## src/rtl/booth_mult_arbiter_pkg.sv

```systemverilog
// booth_mult_defs: definitions shared by the Booth multiplier arbiter and its
// round-robin picker.
//   MUL_W / PROD_W : operand and product widths of the shared multiplier
//   ID_W           : width of a requester index (covers up to MAX_REQ lines)
//   ST_*           : sequencer state encodings
package booth_mult_defs;

   localparam int MUL_W   = 8;
   localparam int PROD_W  = 16;
   localparam int ID_W    = 3;
   localparam int MAX_REQ = 8;

   localparam logic [1:0] ST_IDLE    = 2'd0;
   localparam logic [1:0] ST_RUN     = 2'd1;
   localparam logic [1:0] ST_RECOVER = 2'd2;

endpackage

```

## src/rtl/booth_mult_arbiter_rr_pick.sv

```systemverilog
// rr_pick: combinational round-robin picker.
// Scans req starting at rr_ptr, wrapping past NREQ-1 back to 0, and returns
// the first requester found.
//   req    in  NREQ  request levels
//   rr_ptr in  ID_W  highest-priority index for this scan
//   grant  out ID_W  chosen requester (0 when valid is low)
//   valid  out 1     at least one request is set
module rr_pick
   import booth_mult_defs::*;
#(
   parameter int NREQ = 4
) (
   input  logic [NREQ-1:0] req,
   input  logic [ID_W-1:0] rr_ptr,
   output logic [ID_W-1:0] grant,
   output logic            valid
);

   // Padding to MAX_REQ lets a full ID_W index select a bit without width games.
   logic [MAX_REQ-1:0] req_ext;
   logic [ID_W-1:0]    idx;
   int                 pos;

   always_comb begin
      // NOTE: every variable written here gets a default first, so no latch is
      // inferred on the paths where no request is found.
      req_ext = MAX_REQ'(req);
      grant   = '0;
      valid   = 1'b0;
      idx     = '0;
      pos     = 0;
      for (int i = 0; i < NREQ; i++) begin
         pos = int'(rr_ptr) + i;
         if (pos >= NREQ) pos = pos - NREQ;
         idx = ID_W'(pos);
         if (!valid && req_ext[idx]) begin
            grant = idx;
            valid = 1'b1;
         end
      end
   end

endmodule

```

## src/rtl/booth_mult_arbiter.sv

```systemverilog
// booth_mult_arbiter: shares one 8x8 signed Booth multiplier among NREQ
// requesters with round-robin fairness and a completion timeout.
//   req, a_in, b_in        requester side: level request + packed operands
//   ack, result, result_id one-cycle completion pulse with product and index
//   busy                   high while an operation is in RUN or RECOVER
//   err                    sticky timeout flag, cleared only by reset
//   mul_start/a/b          multiplier side: level start and held operands
//   mul_done, mul_product  multiplier one-cycle done pulse and product
module booth_mult_arbiter
   import booth_mult_defs::*;
#(
   parameter int NREQ    = 4,
   parameter int TIMEOUT = 15
) (
   input  logic                    clk,
   input  logic                    rst_n,
   input  logic [NREQ-1:0]         req,
   input  logic [NREQ*MUL_W-1:0]   a_in,
   input  logic [NREQ*MUL_W-1:0]   b_in,
   output logic [NREQ-1:0]         ack,
   output logic [PROD_W-1:0]       result,
   output logic [ID_W-1:0]         result_id,
   output logic                    busy,
   output logic                    err,
   output logic                    mul_start,
   output logic [MUL_W-1:0]        mul_a,
   output logic [MUL_W-1:0]        mul_b,
   input  logic                    mul_done,
   input  logic [PROD_W-1:0]       mul_product
);

   localparam int CNT_W = $clog2(TIMEOUT + 1);

   logic [1:0]        state_q,     state_d;
   logic [ID_W-1:0]   rr_ptr_q,    rr_ptr_d;
   logic [ID_W-1:0]   grant_q,     grant_d;
   logic [CNT_W-1:0]  cnt_q,       cnt_d;
   logic [NREQ-1:0]   ack_q,       ack_d;
   logic [PROD_W-1:0] result_q,    result_d;
   logic [ID_W-1:0]   result_id_q, result_id_d;
   logic              err_q,       err_d;
   logic              mul_start_q, mul_start_d;
   logic [MUL_W-1:0]  mul_a_q,     mul_a_d;
   logic [MUL_W-1:0]  mul_b_q,     mul_b_d;

   logic [ID_W-1:0]   pick_idx;
   logic              pick_valid;

   rr_pick #(.NREQ(NREQ)) u_rr_pick (
      .req    (req),
      .rr_ptr (rr_ptr_q),
      .grant  (pick_idx),
      .valid  (pick_valid)
   );

   always_comb begin
      state_d     = state_q;
      rr_ptr_d    = rr_ptr_q;
      grant_d     = grant_q;
      cnt_d       = cnt_q;
      ack_d       = '0;        // ack is a single-cycle pulse unless set below
      result_d    = result_q;
      result_id_d = result_id_q;
      err_d       = err_q;
      mul_start_d = mul_start_q;
      mul_a_d     = mul_a_q;
      mul_b_d     = mul_b_q;

      case (state_q)
         ST_IDLE: begin
            if (pick_valid) begin
               grant_d     = pick_idx;
               for (int k = 0; k < NREQ; k++) begin
                  if (pick_idx == ID_W'(k)) begin
                     mul_a_d = a_in[k*MUL_W +: MUL_W];
                     mul_b_d = b_in[k*MUL_W +: MUL_W];
                  end
               end
               mul_start_d = 1'b1;
               cnt_d       = '0;
               state_d     = ST_RUN;
            end
         end

         ST_RUN: begin
            // mul_done wins over a timeout landing on the same cycle.
            if (mul_done || (cnt_q == CNT_W'(TIMEOUT))) begin
               result_d    = mul_done ? mul_product : '0;
               err_d       = err_q | ~mul_done;
               result_id_d = grant_q;
               for (int k = 0; k < NREQ; k++) ack_d[k] = (grant_q == ID_W'(k));
               mul_start_d = 1'b0;
               rr_ptr_d    = (grant_q == ID_W'(NREQ - 1)) ? '0 : grant_q + ID_W'(1);
               state_d     = ST_RECOVER;
            end else begin
               cnt_d = cnt_q + CNT_W'(1);
            end
         end

         // Dead cycle: the acked requester drops req here, so IDLE never
         // re-grants a stale request.
         ST_RECOVER: state_d = ST_IDLE;

         default: state_d = ST_IDLE;
      endcase
   end

   always_ff @(posedge clk or negedge rst_n) begin
      if (!rst_n) begin
         state_q     <= ST_IDLE;
         rr_ptr_q    <= '0;
         grant_q     <= '0;
         cnt_q       <= '0;
         ack_q       <= '0;
         result_q    <= '0;
         result_id_q <= '0;
         err_q       <= 1'b0;
         mul_start_q <= 1'b0;
         mul_a_q     <= '0;
         mul_b_q     <= '0;
      end else begin
         // NOTE: flops use non-blocking assignments so every register samples
         // the pre-edge value of the others.
         state_q     <= state_d;
         rr_ptr_q    <= rr_ptr_d;
         grant_q     <= grant_d;
         cnt_q       <= cnt_d;
         ack_q       <= ack_d;
         result_q    <= result_d;
         result_id_q <= result_id_d;
         err_q       <= err_d;
         mul_start_q <= mul_start_d;
         mul_a_q     <= mul_a_d;
         mul_b_q     <= mul_b_d;
      end
   end

   assign ack       = ack_q;
   assign result    = result_q;
   assign result_id = result_id_q;
   assign busy      = (state_q == ST_RUN) || (state_q == ST_RECOVER);
   assign err       = err_q;
   assign mul_start = mul_start_q;
   assign mul_a     = mul_a_q;
   assign mul_b     = mul_b_q;

endmodule

```

## config.mk

```make
export PLATFORM = sky130hd
export DESIGN_NAME = booth_mult_arbiter
export DESIGN_NICKNAME = d
export VERILOG_FILES = /design/src/rtl/booth_mult_arbiter_pkg.sv /design/src/rtl/booth_mult_arbiter_rr_pick.sv /design/src/rtl/booth_mult_arbiter.sv
export SDC_FILE = /design/constraint.sdc
export NUM_CORES = 1
export LEC_CHECK = 0
export CORE_UTILIZATION = 35
export DETAILED_ROUTE_END_ITERATION = 10
export HOLD_SLACK_MARGIN = 0.03
export PLACE_DENSITY = 0.66
export SKIP_CTS_REPAIR_TIMING = 1
export SYNTH_ARGS = -nofsm -noshare
export SYNTH_HDL_FRONTEND = slang
export SYNTH_SLANG_ARGS = --single-unit
```

## constraint.sdc

```tcl
create_clock -name clk -period 3.4 [get_ports clk]
set_clock_uncertainty 0.1 [all_clocks]
set_input_delay 0.68 -clock clk [delete_from_list [all_inputs] [get_ports clk]]
set_output_delay 0.68 -clock clk [all_outputs]
set_load 0.02 [all_outputs]
```

Yosys cells after proc, flatten, opt, wreduce, memory -nomap -nowiden:

Index checks and enable logic that the tools add are counted.

* $add $sub $neg: 9
* magnitude comparators: 8
* eq/ne operators: 12
* mux-type cells: 41
* bitwise gates (word level): 2
* reduce and logical (&&, ||, !) cells: 19

Operator list (number)
* two-way mux 8 bit: 8
* two-way mux 3 bit: 9
* less-than comparator 3 x 4 -> 1 bit (second input constant): 4
* two-way mux 16 bit: 1
* two-way mux 4 bit: 4
* binary-select mux 1 bit (select 3 bit): 4
* equality test 3 x 2 -> 1 bit (second input constant): 4
* greater-or-equal comparator 4 x 3 -> 1 bit (second input constant): 3
* subtractor 3 bit (second input constant): 4
* two-way mux 1 bit: 10
* AND reduction 3 bit: 3
* adder 3 x 2 -> 4 bit (second input constant): 2
* one-hot mux 4 bit (2 select lines): 1
* equality test 3 x 1 -> 1 bit (second input constant): 2
* logical NOT 3 bit: 2
* != test 2 bit (second input constant): 3
* AND reduction 2 bit: 3
* adder 3 x 1 -> 4 bit (second input constant): 1
* adder 4 x 1 -> 4 bit (second input constant): 1
* equality test 4 bit (second input constant): 1
* two-way mux 2 bit: 2
* one-hot mux 2 bit (2 select lines): 1
* nonzero test 4 bit: 1
* adder 3 x 1 -> 3 bit (second input constant): 1
* 11 further kinds: 16

* bits in registers: 53
* input port bits: 87
* logic and storage cells: 102

Depth between registers and ports, before layout:

Gate-level depths: netlist of the first run.

* depth after elaboration: 19
* mapped depth: 15

Modules after synthesis:

A second synthesis of the first run with hierarchy kept.

* cells, all modules: 282
* area total of the unflattened synthesis: 2971.6 um^2

By module, submodules not included
* booth_mult_arbiter: times used 1, cells an instance 236, area an instance 2657.5 um^2, sequential area each 1326.3 um^2
* rr_pick: times used 1, cells an instance 46, area an instance 314.1 um^2, sequential area each 0.0 um^2

Worst setup path after synthesis of the first run:

Ideal clock, no wire load.

* path type: register -> register
* start: reg rr_ptr_q[0]
* end: reg mul_a_q[7], in the netlist mul_a[7]
* arrival: 2.844 ns
* required time: 3.132 ns
* path slack: 0.288 ns
* stages on the path, launching flop included: 14
* buffers on the path: 5
* clock period less this slack: 3.112 ns
* path through: dfrtp_1 -> buf_6 -> buf_2 -> buf_4 -> inv_1 -> ha_1 -> buf_6 -> mux2_1 -> and3_4 -> or4_4 -> and2_4 -> buf_2 -> nor2_1 -> a311oi_2

* longest elaborated chain between the ends: 18
* elaborated cells between the ends (all ways): 46

RTL lines
* start, declared: line booth_mult_arbiter.sv:35 `logic [ID_W-1:0] rr_ptr_q, rr_ptr_d;`
* start signal, assigned: line booth_mult_arbiter.sv:125 `rr_ptr_q <= rr_ptr_d;`
* branches (longest 18 deep; another with adder 3 x 1 -> 4 bit)
* end signal, assigned: line booth_mult_arbiter.sv:133 `mul_a_q <= mul_a_d;`
* end, declared: line booth_mult_arbiter.sv:43 `logic [MUL_W-1:0] mul_a_q, mul_a_d;`

Parallel ways; which one is timed is not known. The select of a mux whose other input is x is not followed.
A chain may end at the register's enable or synchronous reset.

Worst setup path in the final report of the first run:

* start: in req[0]
* end: reg mul_b_q[3], in the netlist mul_b[3]

* longest elaborated chain between the ends: 16
* elaborated cells between the ends (all ways): 31

RTL lines
* start, declared: line booth_mult_arbiter.sv:17 `input logic [NREQ-1:0] req,`
* binary-select mux 1 bit (select 3 bit): line booth_mult_arbiter_rr_pick.sv:36 `if (!valid && req_ext[idx]) begin`
* two-way mux 1 bit (not written as such): line booth_mult_arbiter_rr_pick.sv:36
* two-way mux 1 bit: line booth_mult_arbiter_rr_pick.sv:36
* logical NOT 1 bit: line booth_mult_arbiter_rr_pick.sv:36
* logical AND 1 bit: line booth_mult_arbiter_rr_pick.sv:36
* two-way mux 1 bit: line booth_mult_arbiter_rr_pick.sv:36
* logical NOT 1 bit: line booth_mult_arbiter_rr_pick.sv:36
* logical AND 1 bit: line booth_mult_arbiter_rr_pick.sv:36
* two-way mux 1 bit: line booth_mult_arbiter_rr_pick.sv:36
* logical NOT 1 bit: line booth_mult_arbiter_rr_pick.sv:36
* logical AND 1 bit: line booth_mult_arbiter_rr_pick.sv:36
* two-way mux 3 bit: line booth_mult_arbiter_rr_pick.sv:36
* equality test 3 x 1 -> 1 bit: line booth_mult_arbiter.sv:74 `if (pick_idx == ID_W'(k)) begin`
* two-way mux 8 bit (3 in series): line booth_mult_arbiter.sv:74
* end signal, assigned: line booth_mult_arbiter.sv:134 `mul_b_q <= mul_b_d;`
* end, declared: line booth_mult_arbiter.sv:44 `logic [MUL_W-1:0] mul_b_q, mul_b_d;`

Parallel ways exist; a longest one is shown, timed or not. The select of a mux whose other input is x is not followed.

==> results of run 1 <==
==> per-layer routing <==
layer  share of wire, %  wire (um)  track usage [%]
met5                  0          0                0
met3                3.8        350             2.88
met1                 44       4070             25.9
met4               0.74         68             4.30
met2                 51       4720             33.9
==> sequential cells by signal, summed over array words and instances (netlist names) <==
signal and count:
cnt_q 4, state_q 2, rr_ptr_q 3, ack 4
result 16, mul_b 8, mul_start 1, grant_q 3
result_id 3, mul_a 8, err 1
==> cell usage after synthesis, types with 2 or more instances <==
cell type,n
a211oi_1,7
a211oi_2,10
a21oi_1,2
a22o_1,31
a311oi_1,5
a311oi_2,10
a31oi_1,2
and2_1,3
buf_1,2
buf_2,6
buf_4,3
buf_6,5
clkbuf_1,6
dfrtp_1,53
ha_1,9
inv_1,11
mux2_1,6
mux2_2,10
mux2i_1,5
mux4_2,2
nand2_1,48
nand2b_1,5
nand3_1,4
nor2_1,26
nor3_1,2
nor3b_1,3
o21a_1,2
o21ai_0,11
o21ai_1,4
o21bai_1,2
o31a_1,2
==> power groups by stage <==
stage | Clock, mW | Combinational [mW] | Sequential (mW)
floorplan | 0 | 1.81 | 1.31
global placement | 0 | 2.89 | 1.06
detailed placement | 0 | 2.93 | 1.07
CTS | 0.374 | 2.95 | 1.06
global route | 0.402 | 3.18 | 1.09
finish | 0.359 | 2.91 | 1.06
==> cell type report <==
cell class	count	share of cell area [%]
clock buffers	5	1.45
clock inverters	2	0.344
inverters	11	0.872
multi-input cells	234	37.7
flip-flops and latches	53	28.0
well taps	111	2.93
repair buffers	137	28.7
==> cells by family (layout without fill, tap and decap cells) <==
group | after synthesis | count (layout) | share of synthesized area [%]
adders and majority gates | 9 | 9 | 3.40
AOI/OAI and AO/OA | 101 | 101 | 28.0
buffers and inverters | 35 | 155 | 6.27
DFF | 53 | 53 | 40.0
muxes | 23 | 23 | 8.30
and+or+nand+nor | 101 | 101 | 14.0
==> stage by stage <==
step                      area (sq um)  instances  power (mW)
after floorplan                   3310        322        3.12
after global placement            4650        546        3.95
after detailed placement          4650        546        4.00
after CTS                         4730        553        4.38
after global routing              4730        553        4.67
final                             4730        553        4.33
==> worst max-delay path by stage <==
stage / startpoint / endpoint / slack, ns / cells after the start
5_1_grt: req[0] / mul_b[2] / 0.26 / 7
4_1_cts: req[2] / mul_a[0] / 0.50 / 7
3_3_place_gp: req[0] / mul_b[7] / 0.23 / 7
2_1_floorplan: rr_ptr_q[0] / mul_a[7] / 0.29 / 13
6_report: req[0] / mul_b[3] / 0.49 / 7
3_5_place_dp: req[2] / mul_b[4] / 0.18 / 7
==> out/summary.txt, run 1 <==
CTS Buf Count -> 5
crit path DAT -> 3.02 ns
CP cell instances -> clkdlybuf4s50_1 -> mux4_2 -> o31a_1 -> or4_4 -> o211ai_4 -> a211oi_1 -> a311oi_1
FF-to-FF setup slack -> 0.50 ns
Fin Hold WS -> 0.256 ns
Slowest cell on crit path -> clkdlybuf4s50_1
H-tree depth -> 2
clock network fraction of total power -> 8.3%
Final period util -> 85.5%
worst slew pin tran -> 0.659 ns
yosys warns -> 0
Tmin final -> 2.91 ns
Util after Layout -> 51.5%
Area growth syn-to-layout -> 42.8%
area fraction of the dominant cell type after synthesis -> 40.0%
WL final -> 9210 um
Bufs on Longest Clock Path -> 2
WL per Instance -> 16.7 um
Finish-stage setup viols -> 0
sw frac -> 45.2%
Via density -> 5.33
status -> completed
fill count -> 852
first-pass GRT wire length -> 15400 um
Hold Path Class -> input port to async pin
clock sinks -> 53
Clk pin slew, worst setup/hold paths -> 0.10 ns
P_sw -> 1.96 mW
post-synth design cell area -> 3310 sq um
Max Clock Freq -> 344 MHz
Syn Inst Count -> 322
GP Congestion -> 0.822
post-synthesis sequential area ratio -> 40.0%
reg2reg path depth -> 8
Slew HR -> 55.9%
sequential power share -> 24.4%
unrepaired setup endpoints after global routing -> false
total iterations of the first detailed-routing run -> 4
dpl ws -> 0.184 ns
CTS tree -> yes
DRT iter0 DRCs -> 131
delay-heaviest family, CP -> compound AO/OA/AOI/OAI gates
Mapped Avg Cell Area -> 10.3 sq um
Netlist cell types -> 56
fraction of layout cells with a size suffix above 1 -> 13.3%
die area -> 9860 sq um
Worst Path Buf+Inv -> 1
ys flop type -> dfrtp_1
syn_nets -> 418
LEAKAGE -> 1.90 nW
WP data required -> 3.51 ns
PwrDens -> 914 nW/um^2
Synth area leaders -> dfrtp_1 (40%), a22o_1 (8.2%), nand2_1 (5.4%)
Post-route DRC -> 0
Hold Fails Final Rpt -> 0
Port-buffer cells -> 128
CP endpoint kind -> register
worst setup path class -> input port to register
FF-to-FF End -> mul_b[3]
IO Count -> 129
# diodes -> 0
Die Span X -> 99.3 um
number of global-route vias before repair -> 3039
async set-or-reset flop fraction in the synthesized netlist -> 100%
Core Region -> 9200 sq um
Comb pwr share -> 67.3%
flops & latches, synth -> 53
Yosys top cell by area -> dfrtp_1
worst stage delay on the critical path -> 0.54 ns
VDD IR max -> 0.270 mV
TNS Setup -> 0 ns
critical path peak fanout -> 16
internal power -> 2.37 mW
Seq. cell area -> 1330 sq um
critical path startpoint category -> input port
antenna-violating nets left -> 0
Final Max Slew Viols -> 0
Multi-input gate area -> 1790 sq um
later-pin clock latency in the skew report -> 0.31 ns
fin worst setup slack -> 0.492 ns
GRT overflow -> 0
max_cap viols -> 0
via count -> 2947
most common cell after layout, fill and taps aside -> clkdlybuf4s50_1
EDFF count, synth -> 0
nets@finish -> 538
reg-to-reg startpoint -> rr_ptr_q[0]
commonest non-fill, non-tap cells in the layout -> clkdlybuf4s50_1 (127), dfrtp_1 (53), nand2_1 (48)
Starting Density -> 36.0%
Die Y -> 99.3 um
Total Routing Usage GR -> 19.6%
FP Rows -> 35
DP HPWL -> 6750 um
pin count of the biggest net entering global routing -> 33
root buffer cell -> clkbuf_8
initial antenna violation count -> 0
(Power assumes the default switching activity.)
==> inputs of run 2 (changes only) <==
--- a/config.mk
+++ b/config.mk
@@ -5,6 +5,7 @@
 export SDC_FILE = /design/constraint.sdc
 export NUM_CORES = 1
 export LEC_CHECK = 0
+export CAP_MARGIN = 20
 export CORE_UTILIZATION = 35
 export DETAILED_ROUTE_END_ITERATION = 10
 export HOLD_SLACK_MARGIN = 0.03
==> results of run 2 <==
The final DEF is identical to that of run 1; final timing and power are the same.
==> inputs of run 3 (changes only) <==
--- a/config.mk
+++ b/config.mk
@@ -9,8 +9,7 @@
 export CORE_UTILIZATION = 35
 export DETAILED_ROUTE_END_ITERATION = 10
 export HOLD_SLACK_MARGIN = 0.03
-export PLACE_DENSITY = 0.66
-export SKIP_CTS_REPAIR_TIMING = 1
+export PLACE_DENSITY = 0.76
 export SYNTH_ARGS = -nofsm -noshare
 export SYNTH_HDL_FRONTEND = slang
 export SYNTH_SLANG_ARGS = --single-unit
==> run 3 against run 2 <==
  * Critical path depth stayed put
  * Hold slack better by 0.059 ns
  * Design area is 0.40% higher
  * Register-to-register slack hardly changed
  * Highest routed layer unchanged
  * Largest power group unchanged
  * Cell count is 0.18% higher
==> out/summary.txt, run 3 (synthesis results as in run 1) <==
PwrDens -> 930 nW/um^2 (was 914 nW/um^2)
Starting Density -> 36.0% (unchanged)
nets@finish -> 538 (unchanged)
Final period util -> 86.2% (was 85.5%)
DP HPWL -> 6800 um (was 6750 um)
pin count of the biggest net entering global routing -> 33 (unchanged)
via count -> 2968 (was 2947)
Final Max Slew Viols -> 0 (unchanged)
most common cell after layout, fill and taps aside -> clkdlybuf4s50_1 (unchanged)
Finish-stage setup viols -> 0 (unchanged)
fin worst setup slack -> 0.470 ns (was 0.492 ns)
clock sinks -> 53 (unchanged)
commonest non-fill, non-tap cells in the layout -> clkdlybuf4s50_1 (127), dfrtp_1 (53), nand2_1 (48) (unchanged)
Fin Hold WS -> 0.314 ns (was 0.256 ns)
H-tree depth -> 2 (unchanged)
fraction of layout cells with a size suffix above 1 -> 13.5% (was 13.3%)
TNS Setup -> 0 ns (unchanged)
LEAKAGE -> 1.91 nW (was 1.90 nW)
critical path peak fanout -> 16 (unchanged)
status -> completed (unchanged)
hold_buf cts -> 0
root buffer cell -> clkbuf_8 (unchanged)
later-pin clock latency in the skew report -> 0.31 ns (about the same)
IO Count -> 129 (unchanged)
CP endpoint kind -> register (unchanged)
VDD IR max -> 0.337 mV (was 0.270 mV)
dpl ws -> 0.184 ns (about the same)
max_cap viols -> 0 (unchanged)
antenna-violating nets left -> 0 (unchanged)
WL final -> 9350 um (was 9210 um)
DRT iter0 DRCs -> 120 (was 131)
CTS tree -> yes (unchanged)
Die Y -> 99.3 um (unchanged)
WL per Instance -> 16.9 um (was 16.7 um)
total iterations of the first detailed-routing run -> 5 (was 4)
setup bufs post-CTS -> 0
Post-route DRC -> 0 (unchanged)
initial antenna violation count -> 0 (unchanged)
worst slew pin tran -> 0.724 ns (was 0.659 ns)
# diodes -> 0 (unchanged)
crit path from -> req[0] (unchanged)
Hold Fails Final Rpt -> 0 (unchanged)
Die Span X -> 99.3 um (unchanged)
fill count -> 822 (was 852)
max reg flops -> 16 (unchanged)
Hold Path Class -> input port to async pin (unchanged)
Slew HR -> 51.7% (was 55.9%)
Max Clock Freq -> 341 MHz (was 344 MHz)
first-pass GRT wire length -> 15000 um (was 15400 um)
# resized after CTS -> 0
GP Congestion -> 0.879 (was 0.822)
Via density -> 5.36 (was 5.33)
CTS Buf Count -> 5 (unchanged)
Port-buffer cells -> 128 (unchanged)
Total Routing Usage GR -> 19.0% (was 19.6%)
unrepaired setup endpoints after global routing -> false (unchanged)
FP Rows -> 35 (unchanged)
Tmin final -> 2.93 ns (was 2.91 ns)
crit path DAT -> 3.05 ns (was 3.02 ns)
GRT overflow -> 0 (unchanged)
critical path startpoint category -> input port (unchanged)
Clk pin slew, worst setup/hold paths -> 0.10 ns (about the same)
Bufs on Longest Clock Path -> 2 (unchanged)
die area -> 9860 sq um (unchanged)
reg-to-reg startpoint -> rr_ptr_q[0] (unchanged)
worst setup path class -> input port to register (unchanged)
Core Region -> 9200 sq um (unchanged)
number of global-route vias before repair -> 3098 (was 3039)
WP data required -> 3.52 ns (was 3.51 ns)
Area growth syn-to-layout -> 43.4% (was 42.8%)
run 3: cell count changes in the layout (fill, tap and decap cells not counted):
cell        previous run  this run
buf_12                 1         0
clkinv_4               1         0
clkinvlp_4             1         0
buf_4                  8         9
bufinv_16              0         1
inv_6                  0         2
run 3: metal layers:
| layer | track usage [%] | wire (um) |
|---|---|---|
| met3 | 2.95 | 302 |
| met1 | 24.4 | 4050 |
| met5 | 0 | 0 |
| met4 | 5.88 | 124 |
| met2 | 32.9 | 4880 |
run 3: worst paths after layout:
check                      cells past startpoint         to  slack, ns
max in group asynchronous                      2  result[0]       2.10
min in group clk                               1        err       0.39
hold reg to reg                                1        err       0.39
setup reg to reg                               8   mul_a[6]       0.49
setup / recovery                               7   mul_b[2]       0.47
hold / removal                                 1   mul_b[2]       0.31
run 3: stage by stage:
stage	power, mW	instances	area, sq um	util (%)
after floorplan	3.12	322	3310	-
after detailed placement	3.97	546	4640	50.4
after global routing	4.70	554	4750	51.7
final	4.42	554	4750	51.7
after global placement	3.90	546	4640	50.4
after CTS	4.44	554	4750	51.7
run 3: worst max-delay path, cell delays in order:
cell,delay [ns]
clkdlybuf4s50_1,0.55
mux4_2,0.53
o31a_1,0.15
or4_4,0.48
o211ai_4,0.31
a211oi_1,0.12
a311oi_1,0.23
run 3: power by group:
group / internal (mW) / leakage, nW / switching (mW) / total, mW
clock: 0.225 / 0.0591 / 0.225 / 0.450
sequential: 0.900 / 0.645 / 0.157 / 1.06
combinational: 1.31 / 1.21 / 1.60 / 2.91
total: 2.43 / 1.91 / 1.99 / 4.42
run 3: final cells by class:
type                    instances  area [sq um]  area share (%)
multi-input cells             234          1790            37.6
clock buffers                   5          68.8            1.45
inverters                      11          41.3           0.869
clock inverters                 3          47.5            1.00
flip-flops and latches         53          1330            27.9
well taps                     111           139            2.92
repair buffers                137          1340            28.3
